<file path="config.mk">
export PLATFORM = sky130hd
export DESIGN_NAME = fll_cfg_ctrl_flat
export DESIGN_NICKNAME = d
export VERILOG_FILES = /design/src/rtl/fll_cfg_pkg.sv /design/src/rtl/fll_cfg_if.sv /design/src/rtl/fll_cfg_sync.sv /design/src/rtl/fll_cfg_ctrl.sv /design/src/flat_wrapper.sv
export SDC_FILE = /design/constraint.sdc
export NUM_CORES = 1
export LEC_CHECK = 0
export CELL_PAD_IN_SITES_DETAIL_PLACEMENT = 0
export CELL_PAD_IN_SITES_GLOBAL_PLACEMENT = 1
export CORE_ASPECT_RATIO = 1.4
export CORE_MARGIN = 3
export CORE_UTILIZATION = 30
export DETAILED_ROUTE_END_ITERATION = 10
export PLACE_DENSITY_LB_ADDON = 0.12
export SYNTH_ARGS = -nofsm -noshare
export SYNTH_HDL_FRONTEND = slang
export SYNTH_SLANG_ARGS = --single-unit
</file>
<file path="constraint.sdc">
create_clock -name clk_i -period 2.8 [get_ports clk_i]
set_clock_uncertainty 0.05 [all_clocks]
set_input_delay 0.56 -clock clk_i [delete_from_list [all_inputs] [get_ports clk_i]]
set_output_delay 0.56 -clock clk_i [all_outputs]
set_load 0.02 [all_outputs]
</file>
<file path="src/rtl/fll_cfg_pkg.sv">
// Shared types for the FLL configuration controller.
// Optional macro FLL_CFG_TIMEOUT_EN adds the ERR state.
package fll_cfg_pkg;

  typedef enum logic [2:0] {
    S_IDLE,
    S_REQ,
    S_RELEASE,
    S_DONE
`ifdef FLL_CFG_TIMEOUT_EN
    ,
    S_ERR
`endif
  } state_t;

  localparam logic [2:0] FLL_REG0   = 3'd0;
  localparam logic [2:0] FLL_REG1   = 3'd1;
  localparam logic [2:0] FLL_REG2   = 3'd2;
  localparam logic [2:0] FLL_REG3   = 3'd3;
  localparam logic [2:0] FLL_STATUS = 3'd4;

  localparam int ST_LOCK      = 0;
  localparam int ST_LOCK_LOST = 1;
  localparam int ST_TIMEOUT   = 2;

  function automatic logic is_fll_reg(
    input logic [2:0] idx
  );
    return idx inside {FLL_REG0, FLL_REG1,
                       FLL_REG2, FLL_REG3};
  endfunction

  function automatic logic is_bad(
    input logic [2:0] idx
  );
    return idx > FLL_STATUS;
  endfunction

endpackage

</file>
<file path="src/rtl/fll_cfg_if.sv">
// APB slave bundle for the FLL configuration controller.
// Signal names keep the block's external pin names.
interface fll_cfg_if;

  logic        psel_i;
  logic        penable_i;
  logic        pwrite_i;
  logic [11:0] paddr_i;
  logic [31:0] pwdata_i;
  logic [31:0] prdata_o;
  logic        pready_o;
  logic        pslverr_o;

  modport master (
    output psel_i,
    output penable_i,
    output pwrite_i,
    output paddr_i,
    output pwdata_i,
    input  prdata_o,
    input  pready_o,
    input  pslverr_o
  );

  modport slave (
    input  psel_i,
    input  penable_i,
    input  pwrite_i,
    input  paddr_i,
    input  pwdata_i,
    output prdata_o,
    output pready_o,
    output pslverr_o
  );

endinterface

</file>
<file path="src/rtl/fll_cfg_sync.sv">
// Multi-flop synchronizer for one asynchronous bit.
// Flops clear on synchronous reset.
module fll_cfg_sync #(
  parameter int STAGES = 2
) (
  input  logic clk_i,
  input  logic rst_i,
  input  logic d,
  output logic q
);

  logic [STAGES-1:0] ff;

  always_ff @(posedge clk_i) begin
    if (rst_i) begin
      ff <= '0;
    end else begin
      ff <= {ff[STAGES-2:0], d};
    end
  end

  assign q = ff[STAGES-1];

endmodule

</file>
<file path="src/rtl/fll_cfg_ctrl.sv">
// APB to FLL 4-phase config bridge with local STATUS reg.
// Define FLL_CFG_TIMEOUT_EN for the handshake timeout/ERR path.
module fll_cfg_ctrl
  import fll_cfg_pkg::*;
#(
  parameter int SYNC_STAGES    = 2,
  parameter int TIMEOUT_CYCLES = 256
) (
  input  logic        clk_i,
  input  logic        rst_i,
  fll_cfg_if.slave    apb,
  output logic        fll_req_o,
  output logic        fll_wrn_o,
  output logic [1:0]  fll_add_o,
  output logic [31:0] fll_data_o,
  input  logic        fll_ack_i,
  input  logic [31:0] fll_r_data_i,
  input  logic        fll_lock_i,
  output logic        lock_o
);

  localparam logic [31:0] TO_BITS =
    32'(TIMEOUT_CYCLES);

  state_t      state;
  state_t      state_nx;
  logic        access;
  logic [2:0]  idx;
  logic        ack_sync;
  logic        lock_sync;
  logic        lock_q;
  logic        lock_fall;
  logic        latch;
  logic        rd_cap;
  logic        st_acc;
  logic        st_wr;
  logic        bad_q;
  logic        lost_q;
  logic        to_bit;
  logic [31:0] status;
  logic [31:0] prdata_q;
  logic        wrn_q;
  logic [1:0]  add_q;
  logic [31:0] data_q;
  logic        unused_ok;

  assign access = apb.psel_i & apb.penable_i;
  assign idx    = apb.paddr_i[4:2];
  assign st_wr  = st_acc & apb.pwrite_i;

  assign unused_ok = ^{apb.paddr_i[11:5],
                       apb.paddr_i[1:0],
                       TO_BITS};

  fll_cfg_sync #(
    .STAGES (SYNC_STAGES)
  ) u_ack_sync (
    .clk_i (clk_i),
    .rst_i (rst_i),
    .d     (fll_ack_i),
    .q     (ack_sync)
  );

  fll_cfg_sync #(
    .STAGES (SYNC_STAGES)
  ) u_lock_sync (
    .clk_i (clk_i),
    .rst_i (rst_i),
    .d     (fll_lock_i),
    .q     (lock_sync)
  );

`ifdef FLL_CFG_TIMEOUT_EN
  localparam int CW = (TIMEOUT_CYCLES > 2) ?
    $clog2(TIMEOUT_CYCLES) : 1;

  logic [CW-1:0] cnt;
  logic          busy;
  logic          timeout;
  logic          to_set;
  logic          to_q;

  assign busy    = (state == S_REQ) ||
                   (state == S_RELEASE);
  assign timeout = busy &&
    (cnt == CW'(TIMEOUT_CYCLES - 1));

  // Any state change restarts the count
  always_ff @(posedge clk_i) begin
    if (rst_i) begin
      cnt <= '0;
    end else if (state_nx != state) begin
      cnt <= '0;
    end else if (busy) begin
      cnt <= cnt + 1'b1;
    end
  end

  always_ff @(posedge clk_i) begin
    if (rst_i) begin
      to_q <= 1'b0;
    end else begin
      to_q <= (to_q &
               ~(st_wr & apb.pwdata_i[ST_TIMEOUT]))
              | to_set;
    end
  end

  assign to_bit = to_q;
`else
  assign to_bit = 1'b0;
`endif

  always_comb begin
    state_nx = state;
    latch    = 1'b0;
    rd_cap   = 1'b0;
    st_acc   = 1'b0;
`ifdef FLL_CFG_TIMEOUT_EN
    to_set   = 1'b0;
`endif
    unique case (state)
      S_IDLE: begin
        if (access) begin
          unique case (1'b1)
            is_fll_reg(idx): begin
              if (!ack_sync) begin
                state_nx = S_REQ;
                latch    = 1'b1;
              end
            end
            (idx == FLL_STATUS): begin
              state_nx = S_DONE;
              st_acc   = 1'b1;
            end
            is_bad(idx): state_nx = S_DONE;
            default: ;
          endcase
        end
      end
      S_REQ: begin
        if (ack_sync) begin
          state_nx = S_RELEASE;
          rd_cap   = wrn_q;
        end
`ifdef FLL_CFG_TIMEOUT_EN
        if (timeout) begin
          state_nx = S_ERR;
          rd_cap   = 1'b0;
          to_set   = 1'b1;
        end
`endif
      end
      S_RELEASE: begin
        if (!ack_sync) begin
          state_nx = S_DONE;
        end
`ifdef FLL_CFG_TIMEOUT_EN
        if (timeout) begin
          state_nx = S_ERR;
          to_set   = 1'b1;
        end
`endif
      end
      S_DONE: state_nx = S_IDLE;
`ifdef FLL_CFG_TIMEOUT_EN
      S_ERR:  state_nx = S_IDLE;
`endif
      default: state_nx = S_IDLE;
    endcase
  end

  always_ff @(posedge clk_i) begin
    if (rst_i) begin
      state <= S_IDLE;
    end else begin
      state <= state_nx;
    end
  end

  // Request fields frozen from REQ entry to DONE exit
  always_ff @(posedge clk_i) begin
    if (rst_i) begin
      wrn_q  <= 1'b1;
      add_q  <= 2'd0;
      data_q <= '0;
    end else if (latch) begin
      wrn_q <= ~apb.pwrite_i;
      add_q <= idx[1:0];
      if (apb.pwrite_i) begin
        data_q <= apb.pwdata_i;
      end
    end
  end

  always_ff @(posedge clk_i) begin
    if (rst_i) begin
      bad_q <= 1'b0;
    end else if (state == S_IDLE) begin
      bad_q <= access & is_bad(idx);
    end
  end

  assign lock_fall = lock_q & ~lock_sync;

  // A new lock loss beats a same-cycle clear
  always_ff @(posedge clk_i) begin
    if (rst_i) begin
      lock_q <= 1'b0;
      lost_q <= 1'b0;
    end else begin
      lock_q <= lock_sync;
      lost_q <= (lost_q &
                 ~(st_wr & apb.pwdata_i[ST_LOCK_LOST]))
                | lock_fall;
    end
  end

  always_comb begin
    status               = '0;
    status[ST_LOCK]      = lock_sync;
    status[ST_LOCK_LOST] = lost_q;
    status[ST_TIMEOUT]   = to_bit;
  end

  always_ff @(posedge clk_i) begin
    if (rst_i) begin
      prdata_q <= '0;
    end else if (rd_cap) begin
      prdata_q <= fll_r_data_i;
    end else if (st_acc && !apb.pwrite_i) begin
      prdata_q <= status;
    end
  end

  assign fll_req_o  = (state == S_REQ);
  assign fll_wrn_o  = wrn_q;
  assign fll_add_o  = add_q;
  assign fll_data_o = data_q;
  assign lock_o     = lock_sync;

  assign apb.prdata_o = prdata_q;
`ifdef FLL_CFG_TIMEOUT_EN
  assign apb.pready_o  = (state == S_DONE) ||
                         (state == S_ERR);
  assign apb.pslverr_o = ((state == S_DONE) & bad_q) ||
                         (state == S_ERR);
`else
  assign apb.pready_o  = (state == S_DONE);
  assign apb.pslverr_o = (state == S_DONE) & bad_q;
`endif

endmodule

</file>
<file path="src/flat_wrapper.sv">
// flat-port wrapper written by rule: the top's interface ports become plain ports
module fll_cfg_ctrl_flat import fll_cfg_pkg::*;
#(
  parameter int SYNC_STAGES    = 2,
  parameter int TIMEOUT_CYCLES = 256
)
  (clk_i, rst_i, fll_req_o, fll_wrn_o, fll_add_o, fll_data_o, fll_ack_i, fll_r_data_i, fll_lock_i, lock_o, apb_psel_i, apb_penable_i, apb_pwrite_i, apb_paddr_i, apb_pwdata_i, apb_prdata_o, apb_pready_o, apb_pslverr_o);
  fll_cfg_if apb_i ();
  input  logic clk_i;
  input  logic rst_i;
  output logic fll_req_o;
  output logic fll_wrn_o;
  output logic [1:0] fll_add_o;
  output logic [31:0] fll_data_o;
  input  logic fll_ack_i;
  input  logic [31:0] fll_r_data_i;
  input  logic fll_lock_i;
  output logic lock_o;
  input wire logic [$bits(apb_i.psel_i)-1:0] apb_psel_i;
  input wire logic [$bits(apb_i.penable_i)-1:0] apb_penable_i;
  input wire logic [$bits(apb_i.pwrite_i)-1:0] apb_pwrite_i;
  input wire logic [$bits(apb_i.paddr_i)-1:0] apb_paddr_i;
  input wire logic [$bits(apb_i.pwdata_i)-1:0] apb_pwdata_i;
  output wire logic [$bits(apb_i.prdata_o)-1:0] apb_prdata_o;
  output wire logic [$bits(apb_i.pready_o)-1:0] apb_pready_o;
  output wire logic [$bits(apb_i.pslverr_o)-1:0] apb_pslverr_o;
  assign apb_i.psel_i = apb_psel_i;
  assign apb_i.penable_i = apb_penable_i;
  assign apb_i.pwrite_i = apb_pwrite_i;
  assign apb_i.paddr_i = apb_paddr_i;
  assign apb_i.pwdata_i = apb_pwdata_i;
  assign apb_prdata_o = apb_i.prdata_o;
  assign apb_pready_o = apb_i.pready_o;
  assign apb_pslverr_o = apb_i.pslverr_o;
  fll_cfg_ctrl #(.SYNC_STAGES(SYNC_STAGES), .TIMEOUT_CYCLES(TIMEOUT_CYCLES)) u_core (.clk_i(clk_i), .rst_i(rst_i), .apb(apb_i), .fll_req_o(fll_req_o), .fll_wrn_o(fll_wrn_o), .fll_add_o(fll_add_o), .fll_data_o(fll_data_o), .fll_ack_i(fll_ack_i), .fll_r_data_i(fll_r_data_i), .fll_lock_i(fll_lock_i), .lock_o(lock_o));
endmodule
</file>
==> summary.md, run 1 <==
| Metric | Value |
|---|---|
| Number of placed instances with taps included | 598 |
| Maximum number of pins on one net before global-route repair | 37 |
| Vias after detailed routing | 2766 |
| Final hold violation count | 0 |
| Critical Path Source Type | flip-flop |
| Worst r2r dst | u_core.apb.prdata_o[18]$_SDFFE_PP0P_ |
| Cell family with most CP delay | buffers and inverters |
| Arrival @ worst endpoint | 1.65 ns |
| Number of I/O port buffers | 144 |
| Final setup fails | 0 |
| Overall die area | 0.0113 sq mm |
| Total wire length | 8.38 mm |
| Via count of the first global-routing pass | 2796 |
| DP HPWL | 5.93 mm |
| Type of the most critical hold path | flip-flop to flip-flop |
| Maximum number of buffers from clock root to sink | 2 |
| Vias per inst | 4.50 |
| Kind of end point of the critical path | output port |
| Buf+Inv Stages, Crit Path | 2 |
| Unrepaired setup endpoints after global routing | no |
| Endpoint with the worst hold slack | u_core.u_ack_sync.ff[1]$_SDFF_PP0_ |
| # Max-Cap Violations | 0 |
| Sequential cell area fraction in the yosys report | 0.506 |
| Number of resized instances in the post-cts repair step | 0 |
| Leak | 1.65 nW |
| Storage cell area | 0.00152 sq mm |
| Area growth syn-to-layout | 63.1% |
| Flop and latch count out of synthesis | 76 |
| Power per cell area | 594 mW/mm^2 |
| Clock Tree Root | sky130_fd_sc_hd__clkbuf_16 |
| Synthesis warning total | 0 |
| Initial antenna violation count | 0 |
| Mapped Cells | 339 |
| Slew of the pin with the lowest slew margin | 0.446 ns |
| H-tree lvl count | 3 |
| Result of the run | completed |
| Cell depth of the worst hold path | 1 |
| First-pass GRT wire length | 13.9 mm |
| Count of distinct cell types in the synthesized netlist | 27 |
| Setup TNS Final | 0 ns |
| Syn Nets | 426 |
| Final RePlAce weighted congestion | 0.728 |
| Post-Route Hold Slack | 0.388 ns |
| Most frequent standard cell in the layout excluding fill and tap cells | sky130_fd_sc_hd__clkdlybuf4s50_1 |
| Final #Nets | 564 |
| Launch point of the worst hold path | u_core.u_ack_sync.ff[0]$_SDFF_PP0_ |
| Post-cts hold buffer count | 0 |
| Final Max Tran Viols | 0 |
| Required time reported for the critical path endpoint | 2.19 ns |
| Area of the multi-input gates | 0.00135 sq mm |
| Number of iterations in the first detailed-routing pass | 4 |
| Number of antenna cells inserted | 0 |
| Top metal layer carrying routed signals | met4 |
| DR WL met3 | 623 um |
| I/O pin count | 154 |
| Max Clock Freq | 0.443 GHz |
| Length in cells of the worst reg-to-reg path | 7 |
| Core Region | 0.00962 sq mm |
| Commonest cells after routing, fill and taps aside | 143 x sky130_fd_sc_hd__clkdlybuf4s50_1, 98 x sky130_fd_sc_hd__nand2_1, 76 x sky130_fd_sc_hd__dfxtp_1 |
| Crit Path Category | flip-flop to output port |
| Slowest cell on the critical path | sky130_fd_sc_hd__clkdlybuf4s50_1 |
| Largest driver fanout on the critical path | 4 |
| Layout Cells excl Fill | 614 |
| Starting DRC count in detailed routing | 75 |
| Register-to-register setup slack | 0.72 ns |
| Initial Util | 0.312 |
| Total number of clock tree sinks | 76 |
| Wire length on met2 | 4.14 mm |
| Crit Reg-Reg Startpoint | u_core.state[1]$_SDFFE_PP0P_ |
| Filler cell count in the final layout | 965 |
| DRC errors left | 0 |
| Crit share post-route | 0.806 |
| CP Cell Sequence | inv_1, ha_1, clkdlybuf4s50_1 |
| Worst slew margin relative to its limit | 0.703 |
| TritonCTS clock tree | yes |
| Fraction of layout cells with a size suffix above 1 | 0.143 |
| Met1 wire length | 3.48 mm |
| Post-DRT Antenna Nets | 0 |
| Wire length per cell after detailed routing | 13.7 um |
| Total clock buffers created by CTS | 9 |
| Average instance area after synthesis | 8.86 sq um |
| Clock insertion delay at the later pin of the skew report | 0.32 ns |
| GRT Overall Usage | 0.151 |
| Clock slew at the register clock pins of the worst setup and hold paths | 0.06 ns |
| Overflow after GRT | 0 |
| Vertical die dimension | 124 um |
| Die width | 90.6 um |
| Netlist area before placement | 0.00300 sq mm |
| Crit path largest cell delay | 0.63 ns |
| Number of rows in the core area | 42 |
| # Post-CTS Setup Buffers | 0 |
| Minimum clock period | 2.26 ns |
| Peak supply drop | 291 uV |
[area by class of cell]
cell class | instances | share of cell area
clock buffer | 12 | 0.0544
clock inverter | 4 | 0.0143
inverter | 2 | 0.00153
multi-input combinational | 235 | 0.276
sequential | 76 | 0.311
tap | 132 | 0.0337
timing repair buffer | 153 | 0.309
[report_power, final]
part           internal [W]  switching, W  total (W)
Combinational      0.000239      0.000233   0.000471
Sequential          0.00113     0.0000298    0.00116
Clock              0.000850      0.000430    0.00128
[kinds of logic after synthesis]
| kind of cell | count (synthesis) | synth area share |
|---|---|---|
| simple gates | 151 | 0.269 |
| flops | 76 | 0.506 |
| compound gates | 75 | 0.146 |
| buf+inv | 28 | 0.0454 |
| mux | 5 | 0.0167 |
| fa+ha+maj | 4 | 0.0167 |
[state kept, by name, summed over array words and instances, names as in the netlist]
signal,cells
u_core.lock_q,1
u_core.state,2
u_core.bad_q,1
u_core.apb.prdata_o,32
u_core.u_ack_sync.ff,2
u_core.u_lock_sync.ff,2
u_core.fll_data_o,32
u_core.fll_wrn_o,1
u_core.lost_q,1
u_core.fll_add_o,2
[how the worst max path moves through the flow]
| stage | from | end | slack (ns) | depth (start not counted) |
|---|---|---|---|---|
| final | u_core.state[1]$_SDFFE_PP0P_ | fll_req_o | 0.54 | 3 |
| after global routing | u_core.state[0]$_SDFFE_PP0P_ | apb_pslverr_o | 0.44 | 3 |
| after CTS | u_core.state[0]$_SDFFE_PP0P_ | apb_pslverr_o | 0.51 | 3 |
| after detailed placement | apb_paddr_i[4] | u_core.apb.prdata_o[18]$_SDFFE_PP0P_ | 0.24 | 6 |
| after global placement | apb_paddr_i[4] | u_core.apb.prdata_o[2]$_SDFFE_PP0P_ | 0.26 | 6 |
| after floorplan | u_core.state[0]$_SDFFE_PP0P_ | u_core.apb.prdata_o[0]$_SDFFE_PP0P_ | 1.07 | 7 |
[routing by layer]
metal	track usage	vias up
met3	0.0471	10
met1	0.173	1253
li1	-	1409
met4	0.0694	0
met2	0.254	94
met5	0	-
[metrics by stage]
stage	util	total power [W]	setup WS [ns]	area (sq um)
after floorplan	-	0.00142	1.07	3000
after global placement	0.474	0.00165	0.255	4560
after detailed placement	0.474	0.00166	0.245	4560
after CTS	0.509	0.00296	0.508	4900
after global routing	0.509	0.00304	0.441	4900
final	0.509	0.00291	0.544	4900
[cell usage after synthesis]
cell | instances | area, sq um
sky130_fd_sc_hd__nand2_1 | 98 | 368
sky130_fd_sc_hd__dfxtp_1 | 76 | 1520
sky130_fd_sc_hd__a21oi_1 | 55 | 275
sky130_fd_sc_hd__nand3_2 | 30 | 300
sky130_fd_sc_hd__clkbuf_1 | 15 | 56.3
sky130_fd_sc_hd__a21oi_2 | 10 | 87.6
sky130_fd_sc_hd__buf_2 | 7 | 35.0
sky130_fd_sc_hd__nor2b_1 | 6 | 37.5
sky130_fd_sc_hd__mux2i_1 | 5 | 50.1
sky130_fd_sc_hd__nor2_1 | 5 | 18.8
sky130_fd_sc_hd__ha_1 | 4 | 50.1
sky130_fd_sc_hd__buf_6 | 3 | 33.8
sky130_fd_sc_hd__nand2b_1 | 3 | 18.8
sky130_fd_sc_hd__o41ai_1 | 3 | 26.3
sky130_fd_sc_hd__a211o_1 | 2 | 17.5
sky130_fd_sc_hd__a211oi_1 | 2 | 15.0
sky130_fd_sc_hd__and2_1 | 2 | 12.5
sky130_fd_sc_hd__and3_1 | 2 | 12.5
sky130_fd_sc_hd__inv_1 | 2 | 7.51
sky130_fd_sc_hd__o21ai_0 | 2 | 10.0
sky130_fd_sc_hd__and2b_1 | 1 | 7.51
sky130_fd_sc_hd__buf_1 | 1 | 3.75
sky130_fd_sc_hd__nand3_1 | 1 | 5.00
sky130_fd_sc_hd__nand4_1 | 1 | 6.26
sky130_fd_sc_hd__nor3b_2 | 1 | 12.5
sky130_fd_sc_hd__o21bai_1 | 1 | 7.51
sky130_fd_sc_hd__or4_1 | 1 | 7.51
Note: power is estimated with default switching activity, not from simulation.
==> run 2: changes to the inputs <==
CORE_UTILIZATION = 28   (was 30)
clock period = 2.22 ns   (was 2.8 ns; I/O delays follow)
==> run 2 against run 1 <==
Combinational power rose by 34%; first-iteration DRC count decreased by 16%; power is 25% higher; via count grew 1.2%; hold slack lost 0.0022 ns; flip-flop and latch count unchanged; utilization shrank 2.9 points; critical path depth is the same; cell area grew 1.9%; non-clock buffer count up 6; largest power group unchanged; register-to-register slack worse by 0.49 ns; final cell count increased by 2.0%.
==> summary.md, run 2 (synthesis gave the netlist of run 1 again) <==
| Metric | Value |
|---|---|
| Number of I/O port buffers | 144 (unchanged) |
| Share of the core filled with cells | 0.480 (was 0.509) |
| Type of the most critical hold path | flip-flop to flip-flop (unchanged) |
| Number of resized instances in the post-cts repair step | 1 (was 0) |
| # Post-CTS Setup Buffers | 0 (unchanged) |
| Result of the run | completed (unchanged) |
| Required time reported for the critical path endpoint | 1.73 ns (was 2.19 ns) |
| H-tree lvl count | 3 (unchanged) |
| Kind of end point of the critical path | output port (unchanged) |
| Max Clock Freq | 0.473 GHz |
| Overflow after GRT | 0 (unchanged) |
| First-pass GRT wire length | 13.7 mm (was 13.9 mm) |
| Starting DRC count in detailed routing | 63 (was 75) |
| Setup TNS Final | 0 ns (unchanged) |
| Area after detailed placement | 0.00468 sq mm (was 0.00456 sq mm) |
| Slew of the pin with the lowest slew margin | 0.721 ns (was 0.446 ns) |
| Final RePlAce weighted congestion | 0.673 (was 0.728) |
| GRT Overall Usage | 0.143 (was 0.151) |
| TritonCTS clock tree | yes (unchanged) |
| Number of iterations in the first detailed-routing pass | 4 (unchanged) |
| Commonest cells after routing, fill and taps aside | 142 x sky130_fd_sc_hd__clkdlybuf4s50_1, 98 x sky130_fd_sc_hd__nand2_1, 76 x sky130_fd_sc_hd__dfxtp_1 (was 143 x sky130_fd_sc_hd__clkdlybuf4s50_1, 98 x sky130_fd_sc_hd__nand2_1, 76 x sky130_fd_sc_hd__dfxtp_1) |
| Post-Route Hold Slack | 0.386 ns (was 0.388 ns) |
| Most frequent standard cell in the layout excluding fill and tap cells | sky130_fd_sc_hd__clkdlybuf4s50_1 (unchanged) |
| Number of rows in the core area | 44 (was 42) |
| Fraction of layout cells with a size suffix above 1 | 0.152 (was 0.143) |
| Core Region | 0.0104 sq mm (was 0.00962 sq mm) |
| Worst slew margin relative to its limit | 0.519 (was 0.703) |
| Final setup fails | 0 (unchanged) |
| Clock Tree Root | sky130_fd_sc_hd__clkbuf_16 (unchanged) |
| Vias per inst | 4.47 (was 4.50) |
| Post-cts hold buffer count | 0 (unchanged) |
| I/O pin count | 154 (unchanged) |
| Initial antenna violation count | 0 (unchanged) |
| Final #Nets | 570 (was 564) |
| Summed area of non-filler cells in the final layout | 0.00499 sq mm (was 0.00490 sq mm) |
| Die width | 93.5 um (was 90.6 um) |
| Area growth syn-to-layout | 66.3% (was 63.1%) |
| Overall die area | 0.0120 sq mm (was 0.0113 sq mm) |
| DRC errors left | 0 (unchanged) |
| Total clock buffers created by CTS | 9 (unchanged) |
| Via count of the first global-routing pass | 2714 (was 2796) |
| Total number of clock tree sinks | 76 (unchanged) |
| Post-place setup slack | -0.164 ns (was 0.245 ns) |
| Critical Path Source Type | flip-flop (unchanged) |
| Maximum number of pins on one net before global-route repair | 35 (was 37) |
| Vertical die dimension | 129 um (was 124 um) |
| Maximum number of buffers from clock root to sink | 2 (unchanged) |
| Clock insertion delay at the later pin of the skew report | 0.32 ns (about the same) |
| Leak | 1.70 nW (was 1.65 nW) |
| Post-DRT Antenna Nets | 0 (unchanged) |
| Wire length per cell after detailed routing | 13.6 um (was 13.7 um) |
| Unrepaired setup endpoints after global routing | no (unchanged) |
| Filler cell count in the final layout | 1002 (was 965) |
| Arrival @ worst endpoint | 1.62 ns (was 1.65 ns) |
| Number of antenna cells inserted | 0 (unchanged) |
| DP HPWL | 6.01 mm (was 5.93 mm) |
| CP Cell Sequence | inv_1, ha_1, clkdlybuf4s50_1 (unchanged) |
| Minimum clock period | 2.11 ns |
| Peak supply drop | 356 uV (was 291 uV) |
| Final hold violation count | 0 (unchanged) |
| Final Worst Setup Slack | 0.106 ns (was 0.544 ns) |
| Power per cell area | 728 mW/mm^2 (was 594 mW/mm^2) |
| Crit share post-route | 0.952 |
| Slowest cell on the critical path | sky130_fd_sc_hd__clkdlybuf4s50_1 (unchanged) |
| Vias after detailed routing | 2799 (was 2766) |
| Crit Path Category | flip-flop to output port (unchanged) |
| Clock slew at the register clock pins of the worst setup and hold paths | 0.05 ns (was 0.06 ns) |
| Largest driver fanout on the critical path | 4 (unchanged) |
| Initial Util | 0.289 (was 0.312) |
| # Max-Cap Violations | 0 (unchanged) |
| Total wire length | 8.54 mm (was 8.38 mm) |
| Crit path largest cell delay | 0.63 ns (about the same) |
| Final Max Tran Viols | 0 (unchanged) |
## run 2: area by class of cell
type                       instances  area, sq um  area share
timing repair buffer             159         1620       0.325
sequential                        76         1520       0.305
multi-input combinational        235         1350       0.271
clock buffer                      11          243      0.0486
tap                              138          173      0.0346
clock inverter                     5         75.1      0.0150
inverter                           2         7.51     0.00150
## run 2: report_power, final
part	internal [W]	leakage [nW]	total, W	switching, W
Combinational	0.000332	0.926	0.000630	0.000299
Sequential	0.00143	0.615	0.00147	0.0000400
Clock	0.00101	0.159	0.00154	0.000531
## run 2: worst paths after layout
| path | endpoint | slack, ns | depth (start not counted) | start |
|---|---|---|---|---|
| setup / recovery | fll_req_o | 0.11 | 3 | u_core.state[1]$_SDFFE_PP0P_ |
| hold / removal | u_core.u_ack_sync.ff[1]$_SDFF_PP0_ | 0.39 | 1 | u_core.u_ack_sync.ff[0]$_SDFF_PP0_ |
| setup reg to reg | u_core.apb.prdata_o[19]$_SDFFE_PP0P_ | 0.23 | 7 | u_core.state[0]$_SDFFE_PP0P_ |
| hold reg to reg | u_core.u_ack_sync.ff[1]$_SDFF_PP0_ | 0.39 | 1 | u_core.u_ack_sync.ff[0]$_SDFF_PP0_ |
## run 2: metal layers
metal | share of wire | track usage | vias to the layer above
met2 | 0.48 | 0.229 | 90
met1 | 0.43 | 0.178 | 1280
li1 | - | - | 1420
met4 | 0.016 | 0.0638 | 0
met3 | 0.074 | 0.0409 | 9
met5 | 0 | 0 | -
## run 2: through the flow
| stage | instances | total power [W] |
|---|---|---|
| final | 626 | 0.00364 |
| after detailed placement | 610 | 0.00213 |
| after CTS | 626 | 0.00370 |
| after global routing | 626 | 0.00382 |
| after floorplan | 339 | 0.00179 |
| after global placement | 610 | 0.00212 |
## run 2: worst max-delay path, delay by kind of cell, from the launching register on
family,cells,cell delay [ns]
adder cells (fa/ha/maj),1,0.24
buffers and inverters,2,0.73
flip-flops,1,0.33
==> run 3: changes to the inputs <==
CORE_MARGIN = 1   (was 3)
CORE_UTILIZATION = 30   (was 28)
clock period = 2.6 ns   (was 2.22 ns; I/O delays follow)
==> run 3 against run 2 <==
Routed wire length down 4.3%; worst setup slack better by 0.25 ns; register-to-register slack better by 0.20 ns; utilization up 2.6 points; via count down 0.57%; combinational power down 18%; non-clock buffer count down 4; final cell count down 1.6%; die area down 13%; power down 21%; first-iteration DRC count down 6.3%; count of clock-buffer cells in the layout up 3; largest power group is now registers.
==> summary.md, run 3 (synthesis gave the netlist of run 1 again) <==
| Metric | Value |
|---|---|
| Via count of the first global-routing pass | 2741 (was 2714) |
| Slew of the pin with the lowest slew margin | 0.618 ns (was 0.721 ns) |
| Crit Path Category | flip-flop to output port (unchanged) |
| Cell family with most CP delay | buffers and inverters (unchanged) |
| First-pass GRT wire length | 13.4 mm (was 13.7 mm) |
| Critical path startpoint | u_core.state[0]$_SDFFE_PP0P_ (was u_core.state[1]$_SDFFE_PP0P_) |
| Maximum number of pins on one net before global-route repair | 35 (unchanged) |
| # Post-CTS Setup Buffers | 0 (unchanged) |
| Final RePlAce weighted congestion | 0.708 (was 0.673) |
| Largest driver fanout on the critical path | 4 (unchanged) |
| CP Cell Sequence | ha_1, and2_1, clkdlybuf4s50_1 (was inv_1, ha_1, clkdlybuf4s50_1) |
| Number of resized instances in the post-cts repair step | 0 (was 1) |
| Post-Route Hold Slack | 0.391 ns (was 0.386 ns) |
| Wire length per cell after detailed routing | 13.3 um (was 13.6 um) |
| Number of antenna cells inserted | 0 (unchanged) |
| H-tree lvl count | 3 (unchanged) |
| Total clock buffers created by CTS | 9 (unchanged) |
| Clock slew at the register clock pins of the worst setup and hold paths | 0.05 ns (about the same) |
| TritonCTS clock tree | yes (unchanged) |
| Starting DRC count in detailed routing | 59 (was 63) |
| Power per cell area | 592 mW/mm^2 (was 728 mW/mm^2) |
| Commonest cells after routing, fill and taps aside | 143 x sky130_fd_sc_hd__clkdlybuf4s50_1, 98 x sky130_fd_sc_hd__nand2_1, 76 x sky130_fd_sc_hd__dfxtp_1 (was 142 x sky130_fd_sc_hd__clkdlybuf4s50_1, 98 x sky130_fd_sc_hd__nand2_1, 76 x sky130_fd_sc_hd__dfxtp_1) |
| Initial Util | 0.312 (was 0.289) |
| Required time reported for the critical path endpoint | 2.03 ns (was 1.73 ns) |
| Area after detailed placement | 0.00460 sq mm (was 0.00468 sq mm) |
| Number of iterations in the first detailed-routing pass | 4 (unchanged) |
| Cell depth of the worst hold path | 1 (unchanged) |
| Overflow after GRT | 0 (unchanged) |
| Fraction of layout cells with a size suffix above 1 | 0.138 (was 0.152) |
| Crit path largest cell delay | 0.59 ns (was 0.63 ns) |
| Type of the most critical hold path | flip-flop to flip-flop (unchanged) |
| Final Worst Setup Slack | 0.355 ns (was 0.106 ns) |
| Number of rows in the core area | 42 (was 44) |
| Post-DRT Antenna Nets | 0 (unchanged) |
| Vias per inst | 4.52 (was 4.47) |
| Number of I/O port buffers | 144 (unchanged) |
| Crit share post-route | 0.864 |
| Worst slew margin relative to its limit | 0.587 (was 0.519) |
| Worst r2r dst | u_core.apb.prdata_o[17]$_SDFFE_PP0P_ (was u_core.apb.prdata_o[19]$_SDFFE_PP0P_) |
| Die width | 86.6 um (was 93.5 um) |
| Minimum clock period | 2.25 ns |
| Critical Path Source Type | flip-flop (unchanged) |
| Maximum number of buffers from clock root to sink | 2 (unchanged) |
| Most frequent standard cell in the layout excluding fill and tap cells | sky130_fd_sc_hd__clkdlybuf4s50_1 (unchanged) |
| Post-place setup slack | 0.0894 ns (was -0.164 ns) |
| DRC errors left | 0 (unchanged) |
| Final #Nets | 566 (was 570) |
| Final hold violation count | 0 (unchanged) |
| Peak supply drop | 344 uV (was 356 uV) |
| Setup TNS Final | 0 ns (unchanged) |
| Filler cell count in the final layout | 964 (was 1002) |
| Buf+Inv Stages, Crit Path | 1 (was 2) |
| Launch point of the worst hold path | u_core.u_ack_sync.ff[0]$_SDFF_PP0_ (unchanged) |
| Endpoint with the worst hold slack | u_core.u_ack_sync.ff[1]$_SDFF_PP0_ (unchanged) |
| Crit Reg-Reg Startpoint | u_core.state[0]$_SDFFE_PP0P_ (unchanged) |
| Vertical die dimension | 120 um (was 129 um) |
| Leak | 1.63 nW (was 1.70 nW) |
| Clock Tree Root | sky130_fd_sc_hd__clkbuf_16 (unchanged) |
| DP HPWL | 5.77 mm (was 6.01 mm) |
| Clock insertion delay at the later pin of the skew report | 0.32 ns (about the same) |
| Slowest cell on the critical path | sky130_fd_sc_hd__clkdlybuf4s50_1 (unchanged) |
| Total wire length | 8.17 mm (was 8.54 mm) |
| Overall die area | 0.0104 sq mm (was 0.0120 sq mm) |
| Initial antenna violation count | 0 (unchanged) |
| Max Clock Freq | 0.445 GHz |
| # Max-Cap Violations | 0 (unchanged) |
| GRT Overall Usage | 0.168 (was 0.143) |
| Final Max Tran Viols | 0 (unchanged) |
| Area growth syn-to-layout | 62.0% (was 66.3%) |
| Vias after detailed routing | 2783 (was 2799) |
| Unrepaired setup endpoints after global routing | no (unchanged) |
| Final setup fails | 0 (unchanged) |
| Register-to-register setup slack | 0.43 ns (was 0.23 ns) |
| Kind of end point of the critical path | output port (unchanged) |
| Result of the run | completed (unchanged) |
| Arrival @ worst endpoint | 1.68 ns (was 1.62 ns) |
| Post-cts hold buffer count | 0 (unchanged) |
| Total number of clock tree sinks | 76 (unchanged) |
| I/O pin count | 154 (unchanged) |
| Length in cells of the worst reg-to-reg path | 7 (unchanged) |
| Core Region | 0.00962 sq mm (was 0.0104 sq mm) |
| Summed area of non-filler cells in the final layout | 0.00487 sq mm (was 0.00499 sq mm) |
## run 3: cell types whose count changed in the layout (fill, tap and decap cells not counted), sizes merged
| cell | change |
|---|---|
| buf | -4 |
| clkbuf | +3 |
| bufinv | -2 |
| clkdlybuf4s50 | +1 |
| clkinv | -1 |
| dlygate4sd2 | -1 |
## run 3: worst max path at each step
stage                                                      end  slack [ns]  cells after the start
after floorplan            u_core.apb.prdata_o[0]$_SDFFE_PP0P_        0.87                      7
after global placement    u_core.apb.prdata_o[17]$_SDFFE_PP0P_        0.10                      6
after detailed placement  u_core.apb.prdata_o[17]$_SDFFE_PP0P_        0.09                      6
after CTS                                        apb_pslverr_o        0.32                      3
after global routing                             apb_pslverr_o        0.25                      3
final                                            apb_pslverr_o        0.35                      3
## run 3: stage by stage
stage                     cells  utilization  power, W
final                       616        0.506   0.00288
after global routing        616        0.506   0.00304
after global placement      600        0.479   0.00178
after CTS                   616        0.506   0.00294
after floorplan             339            -   0.00153
after detailed placement    600        0.479   0.00180
## run 3: worst reg2reg max path, stage by stage (launching register included)
cell and delay, ns:
sky130_fd_sc_hd__dfxtp_1 0.33, sky130_fd_sc_hd__inv_1 0.11, sky130_fd_sc_hd__ha_1 0.26, sky130_fd_sc_hd__nand4_1 0.19, sky130_fd_sc_hd__or4_2 0.69, sky130_fd_sc_hd__buf_4 0.26
sky130_fd_sc_hd__nand3_2 0.10, sky130_fd_sc_hd__a21oi_2 0.07
## run 3: power breakdown
group	switching (W)	total, W	internal, W
Sequential	0.0000336	0.00125	0.00122
Combinational	0.000253	0.000517	0.000264
Clock	0.000441	0.00111	0.000670
## run 3: cell type report
type,instances,area (sq um),area share
well taps,132,165,0.0339
flip-flops and latches,76,1520,0.313
repair buffers,155,1560,0.320
multi-input cells,235,1350,0.278
clock buffers,14,254,0.0522
inverters,2,7.51,0.00154
clock inverters,2,10.0,0.00206
## run 3: routing by layer
layer | wire (um) | up-vias | GRT usage
met4 | 204 | 0 | 0.0927
met2 | 3990 | 94 | 0.279
met3 | 609 | 12 | 0.0532
li1 | - | 1410 | -
met1 | 3360 | 1267 | 0.189
met5 | 0 | - | 0
